<file path="config.mk">
export PLATFORM = sky130hd
export DESIGN_NAME = freq_meas_ctrl
export DESIGN_NICKNAME = d
export VERILOG_FILES = /design/src/rtl/freq_meas_ctrl.sv
export SDC_FILE = /design/constraint.sdc
export NUM_CORES = 1
export LEC_CHECK = 0
export CAP_MARGIN = 0
export CELL_PAD_IN_SITES_DETAIL_PLACEMENT = 2
export CELL_PAD_IN_SITES_GLOBAL_PLACEMENT = 2
export CORE_MARGIN = 4
export CORE_UTILIZATION = 31
export DETAILED_ROUTE_END_ITERATION = 8
export PLACE_DENSITY_LB_ADDON = 0.1
export SETUP_SLACK_MARGIN = 0.15
export SLEW_MARGIN = 20
export SYNTH_ARGS = -nofsm -noshare
export SYNTH_HDL_FRONTEND = slang
export SYNTH_SLANG_ARGS = --single-unit
</file>
<file path="constraint.sdc">
create_clock -name adc_clk -period 1.85 [get_ports adc_clk]
set_input_delay 0.37 -clock adc_clk [delete_from_list [all_inputs] [get_ports adc_clk]]
set_output_delay 0.37 -clock adc_clk [all_outputs]
set_load 0.05 [all_outputs]
</file>
<file path="src/rtl/freq_meas_ctrl.sv">
`timescale 1ns/1ps
`default_nettype none
// ============================================================================
// Module      : freq_meas_ctrl
// Description : Measurement sequencer around freq_detector (adc_clk domain).
//               Clears the detector, waits for lock (with timeout), averages
//               2^AVG_LOG2 period readings, and auto-ranges the ADC
//               decimation select until the average lands in the window.
//               Results are reported as a one-cycle strobe with the period
//               rescaled to undecimated adc_clk samples, plus status flags.
// Revision    : 1.0 - initial release
// ============================================================================
module freq_meas_ctrl #(
  parameter int PW              = 12,
  parameter int AVG_LOG2        = 2,
  parameter int SAMPLE_GAP      = 64,
  parameter int TIMEOUT_CYCLES  = 65536,
  parameter int CLR_CYCLES      = 4,
  parameter int PER_LO          = 64,
  parameter int PER_HI          = 2048,
  parameter int MAX_RANGE_STEPS = 4
) (
  input  logic          adc_clk,
  input  logic          rst,
  input  logic          start,
  input  logic          continuous,
  input  logic          det_stable,
  input  logic [PW-1:0] det_period,
  output logic          det_clr,
  output logic [1:0]    decim_sel,
  output logic          busy,
  output logic          result_valid,
  output logic [PW+2:0] result_period,
  output logic          timeout,
  output logic          range_err
);

  // --------------------------------------------------------------------------
  // Derived sizes and typed constants
  // --------------------------------------------------------------------------
  localparam int c_n      = 1 << AVG_LOG2;
  localparam int c_acc_w  = PW + AVG_LOG2;
  localparam int c_res_w  = PW + 3;
  localparam int c_clr_w  = (CLR_CYCLES > 1) ? $clog2(CLR_CYCLES) : 1;
  localparam int c_wait_w = (TIMEOUT_CYCLES > 1) ? $clog2(TIMEOUT_CYCLES) : 1;
  localparam int c_gap_w  = (SAMPLE_GAP > 1) ? $clog2(SAMPLE_GAP) : 1;
  localparam int c_samp_w = AVG_LOG2 + 1;
  localparam int c_step_w = $clog2(MAX_RANGE_STEPS + 1);

  localparam logic [c_clr_w-1:0]  c_clr_last  = c_clr_w'(CLR_CYCLES - 1);
  localparam logic [c_wait_w-1:0] c_wait_last = c_wait_w'(TIMEOUT_CYCLES - 1);
  localparam logic [c_gap_w-1:0]  c_gap_last  = c_gap_w'(SAMPLE_GAP - 1);
  localparam logic [c_samp_w-1:0] c_samp_last = c_samp_w'(c_n - 1);
  localparam logic [c_step_w-1:0] c_step_max  = c_step_w'(MAX_RANGE_STEPS);
  localparam logic [PW-1:0]       c_per_lo    = PW'(PER_LO);
  localparam logic [PW-1:0]       c_per_hi    = PW'(PER_HI);

  typedef enum logic [2:0] {
    ST_IDLE    = 3'd0,
    ST_CLEAR   = 3'd1,
    ST_WAIT    = 3'd2,
    ST_CAPTURE = 3'd3,
    ST_RANGE   = 3'd4,
    ST_DONE    = 3'd5
  } state_t;

  // --------------------------------------------------------------------------
  // Registers and combinational helpers
  // --------------------------------------------------------------------------
  state_t                r_state;
  state_t                w_next;
  logic [c_clr_w-1:0]    r_clr_cnt;
  logic [c_wait_w-1:0]   r_wait_cnt;
  logic [c_gap_w-1:0]    r_gap_cnt;
  logic [c_samp_w-1:0]   r_samp_cnt;
  logic [c_acc_w-1:0]    r_acc;
  logic [1:0]            r_decim;
  logic [c_step_w-1:0]   r_steps;
  logic [c_res_w-1:0]    r_result;
  logic                  r_timeout;
  logic                  r_range_err;

  logic [PW-1:0]         w_avg;
  logic [c_res_w-1:0]    w_avg_ext;
  logic [c_res_w-1:0]    w_scaled;
  logic                  w_above;
  logic                  w_below;
  logic                  w_can_step;
  logic                  w_step_up;
  logic                  w_step_dn;
  logic                  w_sample;
  logic                  w_last_sample;
  logic                  w_wait_expire;

  // Average is a plain truncating shift; the accumulator is sized so the
  // sum of N full-scale readings never overflows.
  assign w_avg      = r_acc[c_acc_w-1:AVG_LOG2];
  assign w_avg_ext  = {3'b000, w_avg};
  assign w_scaled   = w_avg_ext << r_decim;
  assign w_above    = (w_avg > c_per_hi);
  assign w_below    = (w_avg < c_per_lo);
  assign w_can_step = (r_steps < c_step_max);
  assign w_step_up  = w_above && (r_decim != 2'd3) && w_can_step;
  assign w_step_dn  = w_below && (r_decim != 2'd0) && w_can_step;

  // A reading is only taken on a sampling slot while the detector is locked;
  // a slot with det_stable low aborts the capture instead.
  assign w_sample      = (r_state == ST_CAPTURE) && det_stable && (r_gap_cnt == '0);
  assign w_last_sample = w_sample && (r_samp_cnt == c_samp_last);
  assign w_wait_expire = (r_state == ST_WAIT) && !det_stable && (r_wait_cnt == c_wait_last);

  assign decim_sel     = r_decim;
  assign result_period = r_result;
  assign timeout       = r_timeout;
  assign range_err     = r_range_err;

  // State register
  always_ff @(posedge adc_clk) begin
    if (rst) begin
      r_state <= ST_IDLE;
    end else begin
      r_state <= w_next;
    end
  end

  // Next-state and state-decoded outputs
  always_comb begin
    w_next       = r_state;
    det_clr      = 1'b0;
    busy         = 1'b1;
    result_valid = 1'b0;
    case (r_state)
      ST_IDLE: begin
        busy = 1'b0;
        if (start) begin
          w_next = ST_CLEAR;
        end
      end
      ST_CLEAR: begin
        det_clr = 1'b1;
        if (r_clr_cnt == c_clr_last) begin
          w_next = ST_WAIT;
        end
      end
      ST_WAIT: begin
        if (det_stable) begin
          w_next = ST_CAPTURE;
        end else if (r_wait_cnt == c_wait_last) begin
          w_next = ST_DONE;
        end
      end
      ST_CAPTURE: begin
        if (!det_stable) begin
          w_next = ST_WAIT;
        end else if (w_last_sample) begin
          w_next = ST_RANGE;
        end
      end
      ST_RANGE: begin
        if (w_step_up || w_step_dn) begin
          w_next = ST_CLEAR;
        end else begin
          w_next = ST_DONE;
        end
      end
      ST_DONE: begin
        result_valid = 1'b1;
        w_next       = continuous ? ST_CLEAR : ST_IDLE;
      end
      default: begin
        w_next = ST_IDLE;
      end
    endcase
  end

  // Per-state cycle counters; each restarts from zero whenever its state is
  // (re)entered because it is held at zero outside that state.
  always_ff @(posedge adc_clk) begin
    if (rst) begin
      r_clr_cnt  <= '0;
      r_wait_cnt <= '0;
      r_gap_cnt  <= '0;
    end else begin
      if ((r_state == ST_CLEAR) && (w_next == ST_CLEAR)) begin
        r_clr_cnt <= r_clr_cnt + 1'b1;
      end else begin
        r_clr_cnt <= '0;
      end

      if ((r_state == ST_WAIT) && (w_next == ST_WAIT)) begin
        r_wait_cnt <= r_wait_cnt + 1'b1;
      end else begin
        r_wait_cnt <= '0;
      end

      if ((r_state == ST_CAPTURE) && (w_next == ST_CAPTURE)) begin
        r_gap_cnt <= (r_gap_cnt == c_gap_last) ? '0 : r_gap_cnt + 1'b1;
      end else begin
        r_gap_cnt <= '0;
      end
    end
  end

  // Reading accumulator; emptied while clearing or waiting for lock so an
  // aborted capture never mixes with the next one.
  always_ff @(posedge adc_clk) begin
    if (rst) begin
      r_acc      <= '0;
      r_samp_cnt <= '0;
    end else if (w_sample) begin
      r_acc      <= r_acc + c_acc_w'(det_period);
      r_samp_cnt <= r_samp_cnt + 1'b1;
    end else if ((r_state == ST_CLEAR) || (r_state == ST_WAIT)) begin
      r_acc      <= '0;
      r_samp_cnt <= '0;
    end
  end

  // Auto-ranging and result/flag capture; results are loaded on the edge
  // into DONE so they are already valid while result_valid is high.
  always_ff @(posedge adc_clk) begin
    if (rst) begin
      r_decim     <= 2'd0;
      r_steps     <= '0;
      r_result    <= '0;
      r_timeout   <= 1'b0;
      r_range_err <= 1'b0;
    end else begin
      if (((r_state == ST_IDLE) && start) || ((r_state == ST_DONE) && continuous)) begin
        r_steps <= '0;
      end

      if (r_state == ST_RANGE) begin
        if (w_step_up) begin
          r_decim <= r_decim + 2'd1;
          r_steps <= r_steps + 1'b1;
        end else if (w_step_dn) begin
          r_decim <= r_decim - 2'd1;
          r_steps <= r_steps + 1'b1;
        end else begin
          r_result    <= w_scaled;
          r_timeout   <= 1'b0;
          r_range_err <= w_above || w_below;
        end
      end

      if (w_wait_expire) begin
        r_result    <= '0;
        r_timeout   <= 1'b1;
        r_range_err <= 1'b0;
      end
    end
  end

endmodule
`default_nettype wire

</file>
==> results of run 1 <==
==> cell usage after synthesis (all sizes together) (2+ instances only) <==
master / count
dfxtp: 66
nor2: 56
nand2: 54
a21oi: 32
ha: 19
clkbuf: 17
nand3: 16
o21ai: 16
xor2: 14
inv: 12
xnor2: 12
a22oi: 10
mux2i: 7
mux4: 7
nand4: 7
and4: 5
nor4: 5
a21o: 4
mux2: 4
nor3: 4
o211ai: 4
a31oi: 3
and3: 3
buf: 3
nand3b: 3
nor2b: 3
o31ai: 3
or3: 3
a21boi: 2
a2bb2oi: 2
a311oi: 2
nand2b: 2
nor3b: 2
nor4bb: 2
o21a: 2
==> timing repair <==
item                                    CTS  global route
endpoints found under the setup margin   54            67
buffers inserted                         13            20
pin swaps                                44            53
resized for setup                        73           119
cloned                                    2             1
==> critical path: stages (launching register included) <==
cell and delay [ns]:
dfxtp_2 0.32, or4_4 0.56, nand4bb_4 0.34, buf_6 0.19, a31oi_4 0.19, nor3_4 0.08, buf_6 0.14, nand3b_1 0.16
a21oi_1 0.17
==> layout make-up <==
cell class                      instances  area, µm²
Clock buffer                           12        267
Clock inverter                          4       25.0
Fill cell                            1187       5550
Inverter                               12       45.0
Multi-Input combinational cell        333       2890
Sequential cell                        66       1360
Tap cell                              143        179
Timing Repair Buffer                  147       1350
==> cells by family (layout without fill, tap and decap cells) <==
| group | count (synthesis) | after routing | share of synthesized area |
|---|---|---|---|
| simple gates | 176 | 176 | 0.235 |
| compound gates | 93 | 93 | 0.162 |
| flops | 66 | 66 | 0.351 |
| buf+inv | 32 | 175 | 0.0462 |
| xor+xnor | 26 | 26 | 0.0605 |
| fa+ha+maj | 20 | 20 | 0.0685 |
| mux | 18 | 18 | 0.0765 |
==> metrics by stage <==
| stage | setup slack [ns] | hold WS (ns) |
|---|---|---|
| global route | -0.456 | 0.488 |
| floorplan | -0.177 | 0.406 |
| global placement | -0.513 | 0.414 |
| finish | -0.383 | 0.466 |
| CTS | -0.264 | 0.431 |
| detailed placement | -0.556 | 0.425 |
==> metal layers <==
metal	track usage	vias up	share of wire
li1	-	1829	-
met1	0.219	2014	0.39
met2	0.357	94	0.53
met3	0.0540	48	0.034
met4	0.0637	0	0.039
met5	0	-	0
==> where the power goes <==
part / total [mW] / internal (mW) / switching [mW]
registers: 1.41 / 1.41 / 0.00307
clock network: 1.69 / 1.01 / 0.683
logic: 0.266 / 0.131 / 0.135
total: 3.37 / 2.55 / 0.821
==> path summary, 6_finish.rpt <==
check	startpoint	cells past startpoint	end
setup / recovery	r_acc[12]	8	r_steps[1]
hold / removal	r_gap_cnt[0]	1	r_gap_cnt[0]
setup reg to reg	r_acc[12]	8	r_steps[1]
hold reg to reg	r_gap_cnt[0]	1	r_gap_cnt[0]
==> state kept, by name, indices dropped and copies added (netlist names) <==
name	cells
result_period	15
r_state	3
decim_sel	2
timeout	1
r_gap_cnt	6
r_samp_cnt	3
range_err	1
r_clr_cnt	2
r_wait_cnt	16
r_steps	3
r_acc	14
==> summary.md, run 1 <==
| Metric | Value |
|---|---|
| Outcome | finished with violations |
| Failing checks | setup timing |
| Post-DP HPWL | 8820 µm |
| Vias in the first global route | approximately 4200 |
| PnR Total Power | approximately 3.4 mW |
| Synth warn | 0 |
| Drt drc | 0 |
| Hold_buf cts | 0 |
| Cell area after synthesis | around 0.0038 mm² |
| Worst reg2reg setup slack | -0.38 ns |
| Number of antenna violations at the first check in global routing | 0 |
| CP Capture Type | register |
| Max-slew headroom | 0.527 |
| Area grow syn2layout | 62.4% |
| Vias | 3985 |
| Slack of the critical path | -0.383 ns |
| Largest net degree at the start of global routing | 23 |
| Total Wirelength | ~18000 µm |
| Synth area leader | dfxtp_1 |
| CTS buffer count | 9 |
| Clock Latency Late Sink | approximately 0.35 ns |
| CORE AREA | 0.0117 mm² |
| Setup Total Neg Slack | -8.07 ns |
| Cells after synthesis | around 430 |
| Peak fanout along the critical path | 4 |
| CTS Root Cell | clkbuf_16 |
| Critical path required time | around 2.1 ns |
| Die area | approximately 0.014 mm² |
| Fmax achieved | ~450 MHz |
| Synth top area cells | dfxtp_1 (35%), ha_1 (6.3%), nor2_1 (5.6%) |
| Final hold violation count | 0 |
| RSZ-0062 raised after global routing | yes |
| Most frequent cells in the layout | buf_4 (99), dfxtp_1 (50), nor2_1 (44) |
| Startpoint Class | register |
| Pwr Density | between 500 and 600 mW/mm² |
| Asr flop ratio synth | 0 |
| Drt via density | between 5 and 6 |
| Routed length per placed instance | around 25 µm |
| Yosys top cell area share | 0.351 |
| GP Congestion | 0.851 |
| Post-synth cell types | between 60 and 70 |
| Placed Instances | between 600 and 700 |
| Register bit count reported by yosys | between 60 and 70 |
| Global-route wire length before repair | roughly 22000 µm |
| Nets | ~610 |
| Final Cell Area | between 0.006 and 0.007 mm² |
| Pre-antenna DRT Iters | 5 |
| TritonCTS clock tree | done |
| Post-Syn Nets | between 400 and 500 |
| # port buffers | 38 |
| Final Cycle Share | 1.21 |
| Detail Route Antenna Nets | 0 |
| Top_reg_cell synth | dfxtp_1 |
| Reg clk slew, reported paths | 0.06 ns |
| Final Util | 0.524 |
| Final slew viol count | 0 |
| Critical path class | reg -> reg |
| Static leakage | between 2 and 2.5 nW |
| Final Non-Filler Cells | approximately 720 |
| Hold/Removal Path Class | reg -> reg |
| Post-synth EDFFs | 0 |
| CP arrival | about 2.5 ns |
| Initial Util | 0.323 |
| Slew @ Worst Pin | 0.708 ns |
| # setup viols final | 34 |
| Most common cell after layout, fill and taps aside | buf_4 |
| Register area share after synthesis | 0.351 |
| Total gr overflow | 0 |
| Minimum clock period | 2.23 ns |
| Clock sinks | 66 |
| Die span in x | 118 µm |
| N_diodes | 0 |
| Cell Rows | 39 |
| Max-Cap Viols | 0 |
| H-tree depth | 3 |
| Initial DRC count | between 100 and 150 |
| Placed cell areas | around 0.0048 mm² |
| Synthesized area per cell | approximately 8.7 µm² |
| I/O pin count | 39 |
| Maximum vdd ir drop | ~0.00061 V |
| Share of layout cells above drive strength 1 | 0.491 |
| Die Span Y | 118 µm |
| Gr usage total | 0.195 |
| Max clock buf depth | 2 |
| Clk_skew | about 0.008 ns |
Power figures use the tool's default switching activity.
==> inputs of run 2 (changes only) <==
==> constraint.sdc (replaced) <==
create_clock -name adc_clk -period 2 [get_ports adc_clk]
set_input_delay 0.4 -clock adc_clk [delete_from_list [all_inputs] [get_ports adc_clk]]
set_output_delay 0.4 -clock adc_clk [all_outputs]
set_load 0.05 [all_outputs]
==> summary.md, run 2 (same netlist as run 1, synthesis figures left out) <==
| Metric | Value |
|---|---|
| Number of antenna violations at the first check in global routing | 0 (unchanged) |
| Max clock buf depth | 2 (unchanged) |
| Critical path class | reg -> reg (unchanged) |
| Drt drc | 0 (unchanged) |
| Peak fanout along the critical path | 4 (unchanged) |
| Die Span Y | 118 µm (unchanged) |
| Switching share of power | 0.217 (was 0.243) |
| Most frequent cells in the layout | buf_4 (64), nor2_1 (53), dfxtp_1 (53) (was buf_4 (99), dfxtp_1 (50), nor2_1 (44)) |
| H-tree depth | 3 (unchanged) |
| Routed length per placed instance | 19.9 µm (was 24.7 µm) |
| Share of layout cells above drive strength 1 | 0.331 (was 0.491) |
| Multi-input gate area | 0.00262 mm² (was 0.00289 mm²) |
| Post-DP HPWL | 8480 µm (was 8820 µm) |
| Nets | 572 (was 606) |
| Combinational share of power | 0.059 (was 0.079) |
| CP startpoint | r_acc[12] (unchanged) |
| Pwr Density | 627 mW/mm² (was 552 mW/mm²) |
| Cell Rows | 39 (unchanged) |
| Largest net degree at the start of global routing | 23 (unchanged) |
| Clk_skew | 0.00707 ns (was 0.00802 ns) |
| Reg2reg end | result_period[1] (was r_steps[1]) |
| Worst reg2reg setup slack | -0.22 ns (was -0.38 ns) |
| TritonCTS clock tree | done (unchanged) |
| Drt via density | 5.36 (was 5.56) |
| CORE AREA | 0.0117 mm² (unchanged) |
| Clock sinks | 66 (unchanged) |
| Area grow syn2layout | 49.3% (was 62.4%) |
| Slack of the critical path | -0.224 ns (was -0.383 ns) |
| Detail Route Antenna Nets | 0 (unchanged) |
| Hold_buf cts | 0 (unchanged) |
| Vias in the first global route | 3947 (was 4182) |
| Final Cycle Share | 1.11 (was 1.21) |
| Die area | 0.0140 mm² (unchanged) |
| # port buffers | 38 (unchanged) |
| I/O pin count | 39 (unchanged) |
| Failing checks | setup timing (unchanged) |
| N_diodes | 0 (unchanged) |
| Static leakage | 2.19 nW (was 2.36 nW) |
| Filler Cell Count | 1219 (was 1187) |
| Final Cell Area | 0.00562 mm² (was 0.00611 mm²) |
| CP arrival | 2.50 ns (about the same) |
| PnR Total Power | 3.52 mW (was 3.37 mW) |
| Seq pwr share | 0.374 (was 0.419) |
| Max-slew headroom | 0.664 (was 0.527) |
| Most flops, register | r_wait_cnt (unchanged) |
| Global-route wire length before repair | 20800 µm (was 21900 µm) |
| Startpoint Class | register (unchanged) |
| Reg2Reg Launch Point | r_acc[12] (unchanged) |
| Final slew viol count | 0 (unchanged) |
| Max-Cap Viols | 0 (unchanged) |
| Max reg flops | 16 (unchanged) |
| Die span in x | 118 µm (unchanged) |
| Int Pwr | 2.76 mW (was 2.55 mW) |
| Reg clk slew, reported paths | 0.06 ns (about the same) |
| Gr usage total | 0.185 (was 0.195) |
| Initial DRC count | 144 (was 117) |
| Place WS | -0.548 ns (was -0.556 ns) |
| Hold/Removal Path Class | reg -> reg (unchanged) |
| Total gr overflow | 0 (unchanged) |
| Final hold violation count | 0 (unchanged) |
| Initial Util | 0.323 (unchanged) |
| Pre-antenna DRT Iters | 4 (was 5) |
| Most common cell after layout, fill and taps aside | buf_4 (unchanged) |
| Vias | 3659 (was 3985) |
| Clock network power share | 0.567 (was 0.502) |
| Slew @ Worst Pin | 0.506 ns (was 0.708 ns) |
| # setup viols final | 23 (was 34) |
| CP Capture Type | register (unchanged) |
| Placed cell areas | 0.00471 mm² (was 0.00481 mm²) |
| Outcome | finished with violations (unchanged) |
| Area taken by flip-flops and latches | 0.00135 mm² (was 0.00136 mm²) |
| RSZ-0062 raised after global routing | yes (unchanged) |
| R2R depth | 5 (was 8) |
| Switching power | 0.765 mW (was 0.821 mW) |
| GP Congestion | 0.838 (was 0.851) |
| CTS buffer count | 9 (unchanged) |
| End point of the critical path | result_period[1] (was r_steps[1]) |
| Critical path required time | 2.28 ns (was 2.12 ns) |
| Total Wirelength | 13600 µm (was 17700 µm) |
| CTS Root Cell | clkbuf_16 (unchanged) |
| Minimum clock period | 2.22 ns (was 2.23 ns) |
| Clock Latency Late Sink | 0.35 ns (about the same) |
| Fmax achieved | 450 MHz (was 448 MHz) |
| Maximum vdd ir drop | 0.000359 V (was 0.000611 V) |
run 2: cell count changes in the layout (fill, tap and decap cells not counted), moves of 5 or more:
| cell | delta |
|---|---|
| buf_4 | -35 |
| dlygate4sd2_1 | +18 |
| buf_6 | -16 |
| a21oi_1 | +14 |
| a21oi_2 | -12 |
| nand2_1 | +9 |
| nor2_1 | +9 |
| nor2_2 | -8 |
| dfxtp_4 | -5 |
| nand2_2 | -5 |
run 2: per-layer routing:
layer | vias up | GRT usage | part of all wire
li1 | 1763 | - | -
met1 | 1819 | 0.219 | 0.43
met2 | 51 | 0.320 | 0.52
met3 | 26 | 0.0344 | 0.026
met4 | 0 | 0.0916 | 0.025
met5 | - | 0 | 0
run 2: worst min-delay path by stage:
stage,from,endpoint,slack [ns],depth (start not counted)
2_1_floorplan,r_clr_cnt[0],r_clr_cnt[0],0.41,1
3_3_place_gp,r_clr_cnt[0],r_clr_cnt[0],0.41,1
3_5_place_dp,r_clr_cnt[0],r_clr_cnt[0],0.44,1
4_1_cts,result_period[1],result_period[1],0.45,2
5_1_grt,result_period[13],result_period[13],0.48,2
6_report,result_period[10],result_period[10],0.45,2
run 2: timing repair:
action | in CTS | in global routing
buffers inserted | 12 | 5
pin swaps | 29 | 25
gates resized for setup | 75 | 43
setup endpoints to repair | 54 | 55
gates cloned | 1 | 1
run 2: metrics by stage:
stage,hold WS (ns),util,instances,TNS (ns)
global route,0.479,0.482,683,-4.96
finish,0.450,0.482,683,-3.15
floorplan,0.406,-,431,-0.0273
global placement,0.414,0.403,648,-4.01
CTS,0.455,0.461,677,-0.369
detailed placement,0.439,0.403,648,-5.06
run 2: area by class of cell:
type / instances / area share
multi-input combinational: 333 / 0.467
clock inverter: 7 / 0.0252
timing repair buffer: 113 / 0.188
clock buffer: 9 / 0.0401
sequential: 66 / 0.240
tap: 143 / 0.0319
inverter: 12 / 0.00802
run 2: worst max-delay path, stage by stage, from the launching register on:
cell and delay [ns]:
dfxtp_2 0.32, or4_4 0.57, nand4bb_4 0.31, a311o_4 0.42, or3_4 0.36, a21oi_2 0.18
run 2: power groups by stage:
stage               combinational (mW)  clock (mW)  sequential, mW
global route                     0.221        2.09            1.32
CTS                              0.191        2.03            1.32
floorplan                       0.0872           0            1.35
global placement                 0.173           0            1.35
detailed placement               0.178           0            1.35
finish                           0.206        2.00            1.32
